File: src/rtl/next_pc_predict_if.sv
// Fetch/resolve bus of the next-PC predictor: fetch-side outputs plus the
// EX-stage resolution record used to train the BTB and redirect fetch.
interface next_pc_predict_if #(
  parameter int ADDR_W = 32
);
  logic              stall;
  logic [ADDR_W-1:0] pc;
  logic              pred_taken;
  logic              res_valid;
  logic [ADDR_W-1:0] res_pc;
  logic              res_is_branch;
  logic              res_is_jump;
  logic              res_cond;
  logic [31:0]       res_imm;
  logic [25:0]       res_instr_index;
  logic              res_pred_taken;
  logic              flush;

  // Pipeline side: drives stall and resolutions, consumes pc/prediction/flush
  modport master (
    output stall, res_valid, res_pc, res_is_branch, res_is_jump, res_cond,
           res_imm, res_instr_index, res_pred_taken,
    input  pc, pred_taken, flush
  );

  // Predictor side
  modport slave (
    input  stall, res_valid, res_pc, res_is_branch, res_is_jump, res_cond,
           res_imm, res_instr_index, res_pred_taken,
    output pc, pred_taken, flush
  );
endinterface

File: src/rtl/next_pc_predict.sv
// Fetch-stage PC register with a direct-mapped BTB (2-bit counters plus a
// jump bit). EX resolutions train the BTB and redirect fetch on mispredict.
module next_pc_predict #(
  parameter int                ADDR_W      = 32,
  parameter int                BTB_ENTRIES = 16,
  parameter logic [ADDR_W-1:0] RESET_PC    = '0
) (
  input  logic             clk,
  input  logic             rst,
  next_pc_predict_if.slave bus
);
  localparam int IDX_W = $clog2(BTB_ENTRIES);
  localparam int TAG_W = ADDR_W - IDX_W - 2;

  // Saturating 2-bit direction counter step
  function automatic logic [1:0] sat_cnt(input logic [1:0] c, input logic up);
    if (up) return (c == 2'b11) ? c : c + 2'b01;
    else    return (c == 2'b00) ? c : c - 2'b01;
  endfunction

  logic [ADDR_W-1:0] r_pc;
  logic              r_valid [BTB_ENTRIES];
  logic [1:0]        r_cnt   [BTB_ENTRIES];
  logic              r_jmp   [BTB_ENTRIES];
  logic [TAG_W-1:0]  r_tag   [BTB_ENTRIES];
  logic [ADDR_W-1:0] r_tgt   [BTB_ENTRIES];

  // Fetch-side lookup on the current pc (pre-edge BTB contents)
  logic [IDX_W-1:0] w_f_idx;
  logic [TAG_W-1:0] w_f_tag;
  logic             w_f_hit;
  logic             w_pred;

  assign w_f_idx = r_pc[IDX_W+1:2];
  assign w_f_tag = r_pc[ADDR_W-1:IDX_W+2];
  assign w_f_hit = r_valid[w_f_idx] && (r_tag[w_f_idx] == w_f_tag);
  assign w_pred  = w_f_hit && (r_cnt[w_f_idx][1] || r_jmp[w_f_idx]);

  // Resolution-side target and direction
  logic        [ADDR_W-1:0] w_pc4;
  logic signed [ADDR_W-1:0] w_off;
  logic        [ADDR_W-1:0] w_br_tgt;
  logic        [ADDR_W-1:0] w_j_tgt;
  logic        [ADDR_W-1:0] w_act_tgt;
  logic                     w_act_taken;
  logic                     w_res_act;
  logic                     w_mispredict;

  assign w_pc4        = bus.res_pc + ADDR_W'(4);
  assign w_off        = ADDR_W'(signed'(bus.res_imm)) <<< 2;
  assign w_br_tgt     = w_pc4 + w_off;
  assign w_j_tgt      = {w_pc4[ADDR_W-1:28], bus.res_instr_index, 2'b00};
  assign w_act_taken  = bus.res_is_jump || (bus.res_is_branch && bus.res_cond);
  assign w_act_tgt    = bus.res_is_jump ? w_j_tgt : w_br_tgt;
  assign w_res_act    = bus.res_valid && (bus.res_is_branch || bus.res_is_jump);
  assign w_mispredict = w_res_act && (w_act_taken != bus.res_pred_taken);

  // BTB slot addressed by the resolved instruction
  logic [IDX_W-1:0] w_u_idx;
  logic [TAG_W-1:0] w_u_tag;
  logic             w_u_hit;
  logic             w_u_write;

  assign w_u_idx   = bus.res_pc[IDX_W+1:2];
  assign w_u_tag   = bus.res_pc[ADDR_W-1:IDX_W+2];
  assign w_u_hit   = r_valid[w_u_idx] && (r_tag[w_u_idx] == w_u_tag);
  // Target/tag written on jump hits and on taken allocations
  assign w_u_write = w_res_act && (w_u_hit ? bus.res_is_jump : w_act_taken);

  assign bus.pc         = r_pc;
  assign bus.pred_taken = w_pred;
  assign bus.flush      = w_mispredict && !rst;

  // PC register: reset > mispredict redirect > stall hold > BTB target > pc+4
  always_ff @(posedge clk) begin
    if (rst)
      r_pc <= RESET_PC;
    else if (w_mispredict)
      r_pc <= w_act_taken ? w_act_tgt : w_pc4;
    else if (!bus.stall)
      r_pc <= w_pred ? r_tgt[w_f_idx] : r_pc + ADDR_W'(4);
  end

  // BTB control state: valid bits and direction counters
  always_ff @(posedge clk) begin
    if (rst) begin
      for (int i = 0; i < BTB_ENTRIES; i++) begin
        r_valid[i] <= 1'b0;
        r_cnt[i]   <= 2'b01;
      end
    end else if (w_res_act) begin
      if (w_u_hit) begin
        if (bus.res_is_jump) r_cnt[w_u_idx] <= 2'b11;
        else                 r_cnt[w_u_idx] <= sat_cnt(r_cnt[w_u_idx], bus.res_cond);
      end else if (w_act_taken) begin
        r_valid[w_u_idx] <= 1'b1;
        r_cnt[w_u_idx]   <= bus.res_is_jump ? 2'b11 : 2'b10;
      end
    end
  end

  // BTB payload: tag, target and jump bit (only meaningful while valid)
  always_ff @(posedge clk) begin
    if (w_u_write) begin
      r_tag[w_u_idx] <= w_u_tag;
      r_tgt[w_u_idx] <= w_act_tgt;
      r_jmp[w_u_idx] <= bus.res_is_jump;
    end
  end
endmodule

File: src/flat_wrapper.sv
// flat-port wrapper written by rule: the top's interface ports become plain ports
module next_pc_predict_flat 
#(
  parameter int                ADDR_W      = 32,
  parameter int                BTB_ENTRIES = 16,
  parameter logic [ADDR_W-1:0] RESET_PC    = '0
)
  (clk, rst, bus_stall, bus_res_valid, bus_res_pc, bus_res_is_branch, bus_res_is_jump, bus_res_cond, bus_res_imm, bus_res_instr_index, bus_res_pred_taken, bus_pc, bus_pred_taken, bus_flush);
  next_pc_predict_if #(.ADDR_W(ADDR_W)) bus_i ();
  input  logic clk;
  input  logic rst;
  input wire logic [$bits(bus_i.stall)-1:0] bus_stall;
  input wire logic [$bits(bus_i.res_valid)-1:0] bus_res_valid;
  input wire logic [$bits(bus_i.res_pc)-1:0] bus_res_pc;
  input wire logic [$bits(bus_i.res_is_branch)-1:0] bus_res_is_branch;
  input wire logic [$bits(bus_i.res_is_jump)-1:0] bus_res_is_jump;
  input wire logic [$bits(bus_i.res_cond)-1:0] bus_res_cond;
  input wire logic [$bits(bus_i.res_imm)-1:0] bus_res_imm;
  input wire logic [$bits(bus_i.res_instr_index)-1:0] bus_res_instr_index;
  input wire logic [$bits(bus_i.res_pred_taken)-1:0] bus_res_pred_taken;
  output wire logic [$bits(bus_i.pc)-1:0] bus_pc;
  output wire logic [$bits(bus_i.pred_taken)-1:0] bus_pred_taken;
  output wire logic [$bits(bus_i.flush)-1:0] bus_flush;
  assign bus_i.stall = bus_stall;
  assign bus_i.res_valid = bus_res_valid;
  assign bus_i.res_pc = bus_res_pc;
  assign bus_i.res_is_branch = bus_res_is_branch;
  assign bus_i.res_is_jump = bus_res_is_jump;
  assign bus_i.res_cond = bus_res_cond;
  assign bus_i.res_imm = bus_res_imm;
  assign bus_i.res_instr_index = bus_res_instr_index;
  assign bus_i.res_pred_taken = bus_res_pred_taken;
  assign bus_pc = bus_i.pc;
  assign bus_pred_taken = bus_i.pred_taken;
  assign bus_flush = bus_i.flush;
  next_pc_predict #(.ADDR_W(ADDR_W), .BTB_ENTRIES(BTB_ENTRIES), .RESET_PC(RESET_PC)) u_core (.clk(clk), .rst(rst), .bus(bus_i));
endmodule
File: config.mk
export PLATFORM = sky130hd
export DESIGN_NAME = next_pc_predict_flat
export DESIGN_NICKNAME = d
export VERILOG_FILES = /design/src/rtl/next_pc_predict_if.sv /design/src/rtl/next_pc_predict.sv /design/src/flat_wrapper.sv
export SDC_FILE = /design/constraint.sdc
export NUM_CORES = 1
export LEC_CHECK = 0
export CAP_MARGIN = 20
export CELL_PAD_IN_SITES_DETAIL_PLACEMENT = 0
export CELL_PAD_IN_SITES_GLOBAL_PLACEMENT = 2
export CORE_MARGIN = 1.5
export CORE_UTILIZATION = 45
export CTS_CLUSTER_SIZE = 25
export DETAILED_ROUTE_END_ITERATION = 16
export GPL_TIMING_DRIVEN = 0
export PLACE_DENSITY_LB_ADDON = 0.1
export SYNTH_ARGS = -nofsm -noshare
export SYNTH_HDL_FRONTEND = slang
export SYNTH_SLANG_ARGS = --single-unit
File: constraint.sdc
create_clock -name clk -period 12.6 [get_ports clk]
set_input_delay 1.89 -clock clk [delete_from_list [all_inputs] [get_ports clk]]
set_output_delay 1.89 -clock clk [all_outputs]
set_load 0.05 [all_outputs]
==> flow_metrics.tcl <==
set metrics [dict create \
    critical_path.max_stage_delay_ps 1080 \
    synth_area_leaders "edfxtp_1 62%, mux4_2 19%, dfxtp_1 2.2%" \
    layout_commonest_cell "edfxtp_1" \
    tightest_slew_ps 1172 \
    clkSlewWorstSetupHoldPaths_ps 60 \
    crit_path_cell_trace "clkdlybuf4s50_1 > clkinv_1 > o21ai_0 > and2_1 > clkbuf_1 > nand2_1 > inv_1 > clkdlybuf4s50_1" \
    final_nets 3130 \
    layout_setup_ws_ps 3652 \
    min_from "u_core.r_valid[6]" \
    worstReg2RegEnd "u_core.bus.pc[29]" \
    cts_root_buf "clkbuf_16" \
    antenna_found_initial 4 \
    via_per_inst 6.465 \
    rsz0062_at_grt "false" \
    clock.fmax_mhz 111.8 \
    leakage_nw 17.52 \
    die_y_um 326.9 \
    syn-instance-count 2665 \
    worstPathRequired_ps 10710 \
    dp_hpwl_um 116700 \
    grt_first_pass_wirelength_um 227800 \
    syn_area_sq_um 47210 \
    start_kind "input port" \
    grt_max_degree 23 \
    period_minus_slack_ps 8948 \
    grt_pass1_vias 29050 \
    cts-hold-fix-buffers 0 \
    outcome "complete, no violations" \
    crit_slowest_cell "clkdlybuf4s50_1" \
    vias 28920 \
    dp_cells 4254 \
    cts.htree.levels 3 \
    slew_violations 0 \
    io_pins 132 \
    ys_seq_area_frac 0.6429 \
    fin_setup_tns_ps 0 \
    rrSetupSlack_ps 6930 \
    synth_nets 2804 \
    cp.arrival_ps 7060 \
    min_to "u_core.r_valid[6]" \
    slew_headroom 0.2184 \
    synth-edff-count 976 \
    fillCellCount 8230 \
    yosysTopAreaCell "edfxtp_1" \
    ys_seq_elements 1028 \
    start_util 0.4548 \
    layout_common_cells "976 x edfxtp_1, 402 x mux4_2, 167 x nand2_1" \
    cts_buffers 111 \
    die_x_um 326.9 \
    synthFlopType "edfxtp_1" \
    holdWs_ps 483.5 \
    clock_latency_ps 700 \
    postSynth.asyncResetShare 0 \
    die-area_sq_um 106900 \
    ant_nets 0 \
    path_max_fanout 21 \
    drtIter0Drc 3900 \
    power_density_nw_per_um2 149.7 \
    clock_sinks 1028 \
    area_growth_pct 17.52 \
    placement_rows 118 \
    ir_worst_vdd_uv 131.5 \
    cts_setup_buffers 0 \
    max_cap_viol_count 0 \
    drc 0 \
    drive_above_1_share 0.2506 \
    hold_viol 0 \
    dp_slack_ps 3485 \
    crit_top_cell "clkdlybuf4s50_1" \
    syn_area_per_cell_sq_um 17.71 \
    instances_no_fill 4473 \
    placeableCoreArea_sq_um 103800 \
    skew_ps 28.98 \
    gp_congestion 0.9191 \
    min_period_over_period 0.7102 \
    worstSetupPathType "in -> out" \
    wl_um 164500 \
    hold_path_class "reg -> reg" \
    reg2reg_depth 13 \
    drtPass1Iterations 6 \
    overflow 0 \
    ys_warn_count 0 \
    cts.repair.resized 0 \
    grtUsageTotal 0.3087 \
    yosysUniqueCellTypes 79 \
    wire_per_inst_um 36.77 \
    cts_tree "done" \
    cp-end-kind "primary output" \
    clk_path_buf_depth 3 \
    netlist.area_leader.share 0.6208 \
    setup_violations 0 \
    io_buffer_count 125 \
    min_delay_path_depth 1 \
]
## cells in the mapped netlist (all sizes together), types with 20 or more instances
| library cell | n |
|---|---|
| edfxtp | 976 |
| mux4 | 402 |
| nand2 | 168 |
| nor2 | 98 |
| mux2i | 90 |
| o21ai | 90 |
| clkbuf | 89 |
| xnor2 | 88 |
| buf | 80 |
| nand3 | 58 |
| a21oi | 55 |
| dfxtp | 52 |
| ha | 40 |
| xor2 | 34 |
| and3 | 31 |
| nand4 | 24 |
| nor3 | 22 |
| a21o | 20 |
## worst max-delay path by stage
stage | to | slack [ps] | depth (start not counted) | from
floorplan | u_core.r_jmp[7] | 5260 | 12 | bus_res_pc[2]
global placement | u_core.r_tgt[3][18] | -1910 | 12 | bus_res_pc[3]
detailed placement | u_core.r_tgt[9][29] | 3490 | 17 | bus_res_pc[3]
CTS | bus_flush | 3730 | 8 | bus_res_is_jump
global route | bus_flush | 3580 | 8 | bus_res_is_jump
finish | bus_flush | 3650 | 8 | bus_res_is_jump
## cell type report
| class | count | area [sq um] | area share |
|---|---|---|---|
| sequential | 1028 | 30350 | 0.5470 |
| multi-input combinational | 1450 | 16140 | 0.2909 |
| clock buffer | 149 | 3085 | 0.05561 |
| timing repair buffer | 213 | 2704 | 0.04873 |
| tap | 1380 | 1727 | 0.03112 |
| buffer | 169 | 788.3 | 0.01421 |
| clock inverter | 62 | 611.8 | 0.01103 |
| inverter | 18 | 67.56 | 0.001218 |
| antenna | 4 | 10.01 | 0.0001804 |
## power breakdown
group / internal [mW] / switching (mW)
Clock: 1.94 / 1.36
Combinational: 0.425 / 0.679
Sequential: 3.85 / 0.0464
## metal layers
metal | vias to the layer above | wire (um) | global-route usage
li1 | 11670 | - | -
met1 | 15490 | 65920 | 0.4276
met2 | 1490 | 80170 | 0.5058
met3 | 261 | 12970 | 0.04941
met4 | 2 | 5419 | 0.09400
met5 | - | 7 | 0
## state kept, by name, summed over array words and instances, names as in the netlist, named ones only
| register | count |
|---|---|
| u_core.r_tag | 416 |
| u_core.r_tgt | 512 |
| u_core.r_jmp | 16 |
| u_core.bus.pc | 32 |
| u_core.r_valid | 16 |
| u_core.r_cnt | 32 |
## cell families (layout without fill, tap and decap cells)
group                      after synthesis  count (layout)  share of synthesized area
adders and majority gates               42              42                    0.01124
DFF                                   1028            1028                     0.6429
muxes                                  504             504                     0.2137
xor gates and xnor gates               122             122                    0.02263
and+or+nand+nor                        489             489                    0.05091
AOI/OAI and AO/OA                      293             293                    0.04052
buffers and inverters                  187             611                    0.01810
other                                    0               4                          0
## per-stage QoR
step	cell area, sq um	total power [mW]	util
floorplan	47210	4.591	-
global placement	50190	5.022	0.4835
detailed placement	51740	5.066	0.4985
CTS	55430	8.340	0.5341
global route	55470	8.517	0.5345
finish	55480	8.305	0.5345
## critical path: cells and delay by family
family	cells	cell delay, ps
and+or+nand+nor	2	840
buffers and inverters	5	3850
AOI/OAI and AO/OA	1	450
Power figures use the tool's default switching activity.
